### config.mk
export PLATFORM = sky130hd
export DESIGN_NAME = seven_seg_reader
export DESIGN_NICKNAME = d
export VERILOG_FILES = /design/src/rtl/seven_seg_reader_pkg.sv /design/src/rtl/seven_seg_reader_decode.sv /design/src/rtl/seven_seg_reader.sv
export SDC_FILE = /design/constraint.sdc
export NUM_CORES = 1
export LEC_CHECK = 0
export BUFFER_PORTS_ARGS = -buffer_cell sky130_fd_sc_hd__clkbuf_2
export CORE_MARGIN = 5
export CORE_UTILIZATION = 35
export CTS_BUF_LIST = sky130_fd_sc_hd__clkbuf_4 sky130_fd_sc_hd__clkbuf_8 sky130_fd_sc_hd__clkbuf_16
export DETAILED_ROUTE_END_ITERATION = 8
export SYNTH_ARGS = -nofsm -noshare
export SYNTH_HDL_FRONTEND = slang
export SYNTH_SLANG_ARGS = --single-unit
### constraint.sdc
create_clock -name clk -period 3.7 [get_ports clk]
set_clock_uncertainty 0.1 [all_clocks]
set_input_delay 0.555 -clock clk [delete_from_list [all_inputs] [get_ports clk]]
set_output_delay 0.555 -clock clk [all_outputs]
set_load 0.02 [all_outputs]
### src/rtl/seven_seg_reader_pkg.sv
// Shared definitions for the seven-segment read-back path: segment patterns,
// FSM state encoding and decode-result classes. Hex patterns matter only with SEVEN_SEG_HEX_EN.
package seven_seg_reader_pkg;

  // Active-low patterns, bit 6 = g ... bit 0 = a
  localparam logic [6:0] SEG_0     = 7'b1000000;
  localparam logic [6:0] SEG_1     = 7'b1111001;
  localparam logic [6:0] SEG_2     = 7'b0100100;
  localparam logic [6:0] SEG_3     = 7'b0110000;
  localparam logic [6:0] SEG_4     = 7'b0011001;
  localparam logic [6:0] SEG_5     = 7'b0010010;
  localparam logic [6:0] SEG_6     = 7'b0000010;
  localparam logic [6:0] SEG_7     = 7'b1111000;
  localparam logic [6:0] SEG_8     = 7'b0000000;
  localparam logic [6:0] SEG_9     = 7'b0010000;
  localparam logic [6:0] SEG_A     = 7'b0001000;
  localparam logic [6:0] SEG_B     = 7'b0000011;
  localparam logic [6:0] SEG_C     = 7'b1000110;
  localparam logic [6:0] SEG_D     = 7'b0100001;
  localparam logic [6:0] SEG_E     = 7'b0000110;
  localparam logic [6:0] SEG_F     = 7'b0001110;
  localparam logic [6:0] SEG_BLANK = 7'b1111111;

  typedef logic [1:0] state_t;
  localparam state_t ST_IDLE   = 2'd0;
  localparam state_t ST_TRACK  = 2'd1;
  localparam state_t ST_LOCKED = 2'd2;

  typedef enum logic [1:0] {
    CLS_VALUE   = 2'd0,
    CLS_BLANK   = 2'd1,
    CLS_INVALID = 2'd2
  } seg_class_t;

endpackage

### src/rtl/seven_seg_reader_decode.sv
// Combinational segment-pattern lookup; hex letters decode only when
// SEVEN_SEG_HEX_EN is defined, otherwise they fall into the invalid class.
module seven_seg_decode
  import seven_seg_reader_pkg::*;
(
  input  logic [6:0]  seg,
  output seg_class_t  cls,
  output logic [3:0]  value
);

  // Pattern to {class, value} lookup
  always_comb begin
    cls   = CLS_VALUE;
    value = 4'd0;
    case (seg)
      SEG_0: value = 4'd0;
      SEG_1: value = 4'd1;
      SEG_2: value = 4'd2;
      SEG_3: value = 4'd3;
      SEG_4: value = 4'd4;
      SEG_5: value = 4'd5;
      SEG_6: value = 4'd6;
      SEG_7: value = 4'd7;
      SEG_8: value = 4'd8;
      SEG_9: value = 4'd9;
`ifdef SEVEN_SEG_HEX_EN
      SEG_A: value = 4'd10;
      SEG_B: value = 4'd11;
      SEG_C: value = 4'd12;
      SEG_D: value = 4'd13;
      SEG_E: value = 4'd14;
      SEG_F: value = 4'd15;
`endif
      SEG_BLANK: cls = CLS_BLANK;
      default:   cls = CLS_INVALID;
    endcase
  end

endmodule

### src/rtl/seven_seg_reader.sv
// Monitors a multiplexed active-low seven-segment bus and commits each digit's
// value once its pattern has been stable for STABLE samples. Option: SEVEN_SEG_HEX_EN.
module seven_seg_reader
  import seven_seg_reader_pkg::*;
#(
  parameter int DIGITS = 4,
  parameter int STABLE = 3
) (
  input  logic                                        clk,
  input  logic                                        rst,
  input  logic [6:0]                                  seg,
  input  logic [DIGITS-1:0]                           an,
  output logic [4*DIGITS-1:0]                         digits,
  output logic [DIGITS-1:0]                           valid,
  output logic [DIGITS-1:0]                           err,
  output logic                                        upd,
  output logic [((DIGITS > 1) ? $clog2(DIGITS) : 1)-1:0] upd_idx
);

  localparam int IW = (DIGITS > 1) ? $clog2(DIGITS) : 1;
  localparam int CW = $clog2(STABLE + 1);
  localparam logic [CW-1:0] STABLE_C = CW'(STABLE);

  logic [DIGITS-1:0] sel_s;
  logic              onehot_s;
  logic [IW-1:0]     idx_s;
  logic              same_s;
  seg_class_t        cls_s;
  logic [3:0]        value_s;

  state_t            state_r, state_nxt_s;
  logic [CW-1:0]     cnt_r, cnt_nxt_s;
  logic [IW-1:0]     last_idx_r;
  logic [6:0]        last_seg_r;
  logic              commit_s;

  logic [4*DIGITS-1:0] digits_r;
  logic [DIGITS-1:0]   valid_r, err_r;
  logic                upd_r;
  logic [IW-1:0]       upd_idx_r;

  seven_seg_decode u_decode (
    .seg   (seg),
    .cls   (cls_s),
    .value (value_s)
  );

  assign sel_s    = ~an;
  assign onehot_s = (sel_s != '0) && ((sel_s & (sel_s - DIGITS'(1))) == '0);
  assign same_s   = (idx_s == last_idx_r) && (seg == last_seg_r);

  // Encode the low select line into a digit index
  always_comb begin
    idx_s = '0;
    for (int k = 0; k < DIGITS; k++) begin
      idx_s = an[k] ? idx_s : IW'(k);
    end
  end

  // Run counter and state sequencing; a commit fires the cycle the run reaches STABLE
  always_comb begin
    state_nxt_s = state_r;
    cnt_nxt_s   = cnt_r;
    commit_s    = 1'b0;
    if (!onehot_s) begin
      state_nxt_s = ST_IDLE;
      cnt_nxt_s   = '0;
    end else if ((state_r == ST_IDLE) || !same_s) begin
      cnt_nxt_s   = CW'(1);
      commit_s    = (STABLE_C == CW'(1));
      state_nxt_s = commit_s ? ST_LOCKED : ST_TRACK;
    end else if (state_r == ST_LOCKED) begin
      state_nxt_s = ST_LOCKED;
    end else begin
      cnt_nxt_s   = (cnt_r < STABLE_C) ? (cnt_r + CW'(1)) : cnt_r;
      commit_s    = (cnt_nxt_s == STABLE_C);
      state_nxt_s = commit_s ? ST_LOCKED : ST_TRACK;
    end
  end

  // Tracker and FSM registers
  always_ff @(posedge clk) begin
    if (rst) begin
      state_r    <= ST_IDLE;
      cnt_r      <= '0;
      last_idx_r <= '0;
      last_seg_r <= 7'd0;
    end else begin
      state_r    <= state_nxt_s;
      cnt_r      <= cnt_nxt_s;
      last_idx_r <= onehot_s ? idx_s : last_idx_r;
      last_seg_r <= onehot_s ? seg : last_seg_r;
    end
  end

  // Per-digit committed state and the commit pulse
  always_ff @(posedge clk) begin
    if (rst) begin
      digits_r  <= '0;
      valid_r   <= '0;
      err_r     <= '0;
      upd_r     <= 1'b0;
      upd_idx_r <= '0;
    end else begin
      upd_r <= commit_s;
      if (commit_s) begin
        upd_idx_r <= idx_s;
      end
      for (int k = 0; k < DIGITS; k++) begin
        if (commit_s && (idx_s == IW'(k))) begin
          case (cls_s)
            CLS_VALUE: begin
              digits_r[4*k +: 4] <= value_s;
              valid_r[k]         <= 1'b1;
              err_r[k]           <= 1'b0;
            end
            CLS_BLANK: begin
              valid_r[k] <= 1'b0;
              err_r[k]   <= 1'b0;
            end
            default: begin
              valid_r[k] <= 1'b0;
              err_r[k]   <= 1'b1;
            end
          endcase
        end
      end
    end
  end

  assign digits  = digits_r;
  assign valid   = valid_r;
  assign err     = err_r;
  assign upd     = upd_r;
  assign upd_idx = upd_idx_r;

endmodule

Word-level counts from Yosys, hierarchy flattened
Cells that the tools add are included.

word-level totals
  flip-flop bits (word level) = 40
  input bits = 13
  output and inout bits = 27

cells by class
  bitwise operators = 3
  muxes and demuxes = 16
  add/subtract/negate cells = 2
  magnitude comparators = 1
  equality and inequality tests = 19
  reduce and logical (&&, ||, !) cells = 22

operators with widths
  cell                 number
  $pmux 4 s9           1
  $eq 7x7->1 const B   4
  $eq 7x5->1 const B   3
  $eq 7x6->1 const B   2
  $mux 2               5
  $reduce_or 10->1     1
  $mux 1               9
  $eq 2x2->1 const B   4
  $reduce_and 2->1     4
  $eq 7x2->1 const B   1
  $eq 7x7->1           1
  $logic_not 7->1      1
  $logic_and 1x1->1    6
  $logic_not 2->1      3
  $and 4x4->4          1
  $eq 2x1->1 const B   2
  $logic_not 4->1      1
  $not 4->4            1
  $pmux 2 s2           1
  $reduce_bool 4->1    1
  $reduce_or 2->1      2
  $sub 4x1->4 const B  1
  $reduce_or 3->1      1
  $add 2x1->2 const B  1
  6 further kinds      6

Longest topological paths before layout
  word-level depth = 11
  gate-level depth with buffers = 7

By module
Synthesis repeated with hierarchy kept, for this count alone.

second synthesis, totals
  cells, all modules = 237
  area total of the unflattened synthesis = 2109.5 sq um

modules (own cells, without submodules)
  module            sequential area each (sq um)  instances  area each (sq um)  cells each
  seven_seg_reader  800.8                         1          1843.0             196
  seven_seg_decode  0.0                           1          266.5              41

Least setup slack after synthesis
No wires, ideal clock.

  path type = input-to-reg
  start point = input seg[3]
  end point = register digits_r[2] (netlist: digits[2])
  data arrival time = 1.861 ns
  data required time = 3.528 ns
  stages on the path = 7
  setup time = 0.072 ns
  buffers on the path = 2
  slack = 1.667 ns
  cells stage by stage = buf_4 nor2_1 o21ai_1 a211oi_2 o2111a_1 buf_4 mux2i_1

between the ends
  cells in the longest elaborated chain, start to end = 8
  elaborated cells between the ends (all ways) = 23
  those cells by class = eq/ne: 11; mux: 4; reduce/logical: 8

ends and longest elaborated chain
  item                                                                      line                     source
  start, declared                                                           seven_seg_reader.sv:11   input logic [6:0] seg,
  parallel branches: the longest is 8 deep, another holds $reduce_or 10->1  -
  end signal, assigned by index                                             seven_seg_reader.sv:113  digits_r[4*k +: 4] <= value_s;
  end, declared                                                             seven_seg_reader.sv:37   logic [4*DIGITS-1:0] digits_r;

Parallel ways; which one is timed is not known.
A chain may end at the register's enable or synchronous reset.

Worst setup path after layout
  start point = input an[2]
  end point = register digits_r[0] (netlist: digits[0])

between the ends
  cells in the longest elaborated chain, start to end = 10
  elaborated cells between the ends (all ways) = 17
  those cells by class = add/sub: 1; eq/ne: 1; mux: 4; bitwise: 2; reduce/logical: 9

ends and longest elaborated chain
  item                                                                 line                     source
  start, declared                                                      seven_seg_reader.sv:12   input logic [DIGITS-1:0] an,
  parallel branches: the longest is 8 deep, another holds $sub 4x1->4  -
  $logic_and 1x1->1 (*)                                                seven_seg_reader.sv:110  if (commit_s && (idx_s == IW'(k))) begin
  $reduce_and 2->1 (no line) (*)                                       -

Mark *: on every way between the ends.

==> impl_metrics.env <==
export IMPL_slew_viol_final=0
export IMPL_met1Wirelength_mm=2.270
export IMPL_htree_levels=2
export IMPL_cts_hold_buf=0
export IMPL_ios=40
export IMPL_synth_fp_nets=243
export IMPL_avgViaCountPerCell=5.165
export IMPL_p_comb_share_pct=10.6
export IMPL_maxSlewHeadroom_pct=46.23
export IMPL_cp_max_fo=14
export IMPL_clk_latency_ns=0.29
export IMPL_clock_tree_buffer_depth=2
export IMPL_setup_viol=0
export IMPL_p_leak_nw=1.051
export IMPL_overflow=0
export IMPL_top_layer_used="met4"
export IMPL_nets=271
export IMPL_crit_type="in2reg"
export IMPL_grt_max_degree=45
export IMPL_switching_power_w=0.0002191
export IMPL_reg2reg_slack_ns=1.74
export IMPL_crit_end="digits[0]"
export IMPL_mostFrequentLayoutCell="dfxtp_1"
export IMPL_max_freq_ghz=0.4683
export IMPL_port_buffers=39
export IMPL_layout_common_cells="dfxtp_1 (40), clkbuf_2 (39), mux2i_1 (27)"
export IMPL_reg2reg_depth=5
export IMPL_worstSetupEndpointType="flip-flop"
export IMPL_fin_ws_ns=1.565
export IMPL_yosysTopAreaCellShare_pct=36.68
export IMPL_p_int_w=0.0007176
export IMPL_rr_endpoint="digits[0]"
export IMPL_synth_area_um2=2183
export IMPL_core_area_um2=5991
export IMPL_slowest_stage="o2111a_1"
export IMPL_drt_iter0_markers=54
export IMPL_synth_area_top_cells="dfxtp_1 (37%), mux2i_1 (12%), nand2b_1 (6.3%)"
export IMPL_syn_to_final_growth_pct=13.58
export IMPL_seq_area_frac_synth_pct=36.68
export IMPL_cts_root_buf="clkbuf_8"
export IMPL_hold_path_class="reg2reg"
export IMPL_start_util_pct=36.45
export IMPL_synth_edff_count=0
export IMPL_place_ws_ns=1.263
export IMPL_rsz0062_at_grt="false"
export IMPL_crit_arrival_ns=2.26
export IMPL_cts_resized=0
export IMPL_cp_data_required_time_ns=3.82
export IMPL_routed_wl_mm=4.680
export IMPL_p_seq_share_pct=47.5
export IMPL_cts_inserted_buffers=5
export IMPL_hold_viol=0
export IMPL_final_util_pct=41.40
export IMPL_die_w_um=88.98
export IMPL_grt_pass1_vias=1578
export IMPL_postSynthCellCount=230
export IMPL_yosys_area_top_type="dfxtp_1"
export IMPL_synth_cell_types=55
export IMPL_die_y_um=88.98
export IMPL_place_congestion=0.7315
export IMPL_max_stage_delay_ns=0.42
export IMPL_drive_above_1_share_pct=27.80
export IMPL_path_clk_slew_ns=0.08
export IMPL_clockPowerShare_pct=41.9
export IMPL_post_route_min_period_ns=2.135
export IMPL_fin_crit_sh_pct=57.71
export IMPL_peakVddDrop_uv=188.3
export IMPL_track_usage_pct=12.26
export IMPL_yosys_warnings=0
export IMPL_grt_pass1_wl_mm=7.659
export IMPL_cp_cell_sequence="clkbuf_2, nor2b_1, or3_4, a21oi_4, o2111a_1, mux2i_1"
export IMPL_die_area_um2=7917
export IMPL_num_rows=28
export IMPL_post_dp_cell_area_um2=2354
export IMPL_status="finished, final reports clean"
export IMPL_grt_antenna_before_repair=0
export IMPL_min_from="digits[15]"
export IMPL_drv_cap=0
export IMPL_setup_worst_path_start="an[2]"
export IMPL_cts_sinks=40
export IMPL_r2r_start="state_r[0]"
export IMPL_worst_slew_pin_slew_ns=0.8066
export IMPL_drtPass1Iterations=5
export IMPL_drc=0
export IMPL_avgRoutedWirePerCell_um=14.01
export IMPL_dp_hpwl_mm=3.395
export IMPL_postLayoutCellArea_um2=2480
export IMPL_async_flop_share_pct=0
export IMPL_cts_setup_buffers=0
export IMPL_fill_cells=596
export IMPL_swShare_pct=23.39
export IMPL_ant_nets=0
export IMPL_synth_ff_type="dfxtp_1"
export IMPL_vias=1725
export IMPL_ys_seq_elements=40
export IMPL_syn_avg_cell_area_um2=9.493
export IMPL_diodes=0
export IMPL_start_kind="input pin"
export IMPL_cts_tree="built"
export IMPL_power_density_nw_per_um2=377.7
export IMPL_setup_tns_final_ns=0
export IMPL_dr_wl_met2_mm=2.135
export IMPL_wl_met3_um=206
==> power groups by stage <==
stage / clock, W / combinational (W) / sequential, W
after floorplan: 0 / 0.0000903 / 0.000454
after global placement: 0 / 0.0000993 / 0.000455
after detailed placement: 0 / 0.0000997 / 0.000455
after CTS: 0.000404 / 0.000100 / 0.000445
after global routing: 0.000418 / 0.000112 / 0.000446
final: 0.000393 / 0.0000991 / 0.000445
==> cell families (layout without fill, tap and decap cells) <==
kind of cell,count (synthesis),count (layout),share of synthesized area [%]
and+or+nand+nor,88,88,25.10
AOI/OAI and AO/OA,41,41,15.30
DFF,40,40,36.68
muxes,27,27,12.38
buffers and inverters,25,54,6.934
xor gates and xnor gates,9,9,3.611
==> worst max-delay path, delay by kind of cell <==
| family | cells | cell delay [ns] |
|---|---|---|
| compound gates | 2 | 0.79 |
| buf+inv | 1 | 0.16 |
| mux | 1 | 0.22 |
| simple gates | 2 | 0.53 |
==> synthesized netlist by cell type (2+ instances only) <==
cell type  count
a211oi_2       2
a21o_1         2
a21oi_1        7
a311oi_1       2
a31o_2         2
a31oi_1        4
and3_1         2
and3b_1        2
buf_2          5
buf_4          7
buf_6          3
clkbuf_1       4
dfxtp_1       40
inv_1          5
mux2i_1       27
nand2_1        7
nand2b_1      22
nand3_1        4
nand4_1        6
nor2_1        20
nor2b_1        3
nor3_2         2
nor4_1         3
nor4_2         3
nor4b_1        2
o2111ai_2      3
o21ai_0        5
or2_2          2
xnor2_1        7
xor2_1         2
==> routing by layer <==
layer	global-route usage, %	vias up
met5	0	-
met4	4.465	0
met3	2.396	5
met2	19.10	32
met1	16.88	806
li1	-	882
==> metrics by stage <==
stage	total power, W	hold slack (ns)	cells
2_1_floorplan	0.0005442	0.3856	230
3_3_place_gp	0.0005542	0.3638	326
3_5_place_dp	0.0005551	0.3694	326
4_1_cts	0.0009493	0.3861	334
5_1_grt	0.0009761	0.4039	334
6_report	0.0009367	0.3818	334
==> worst min-delay path by stage <==
stage / endpoint / slack, ns / cells past startpoint
4_1_cts: digits[15] / 0.39 / 2
3_5_place_dp: digits[12] / 0.37 / 2
5_1_grt: digits[13] / 0.40 / 2
6_report: digits[15] / 0.38 / 2
3_3_place_gp: err[2] / 0.36 / 2
2_1_floorplan: last_seg_r[0] / 0.39 / 2
==> flip-flops by register name, summed over array words and instances, names as in the netlist <==
name	flops
digits	16
last_seg_r	7
err	4
valid	4
cnt_r	2
last_idx_r	2
state_r	2
upd_idx	2
upd	1
==> cell type report <==
type | instances | area, um^2 | share of cell area (%)
Tap cell | 75 | 93.84 | 3.784
Clock buffer | 7 | 96.34 | 3.885
Sequential cell | 40 | 800.8 | 32.29
Multi-Input combinational cell | 165 | 1231 | 49.65
Inverter | 6 | 25.02 | 1.009
Timing Repair Buffer | 40 | 202.7 | 8.174
Clock inverter | 1 | 30.03 | 1.211
Power figures use the tool's default switching activity.
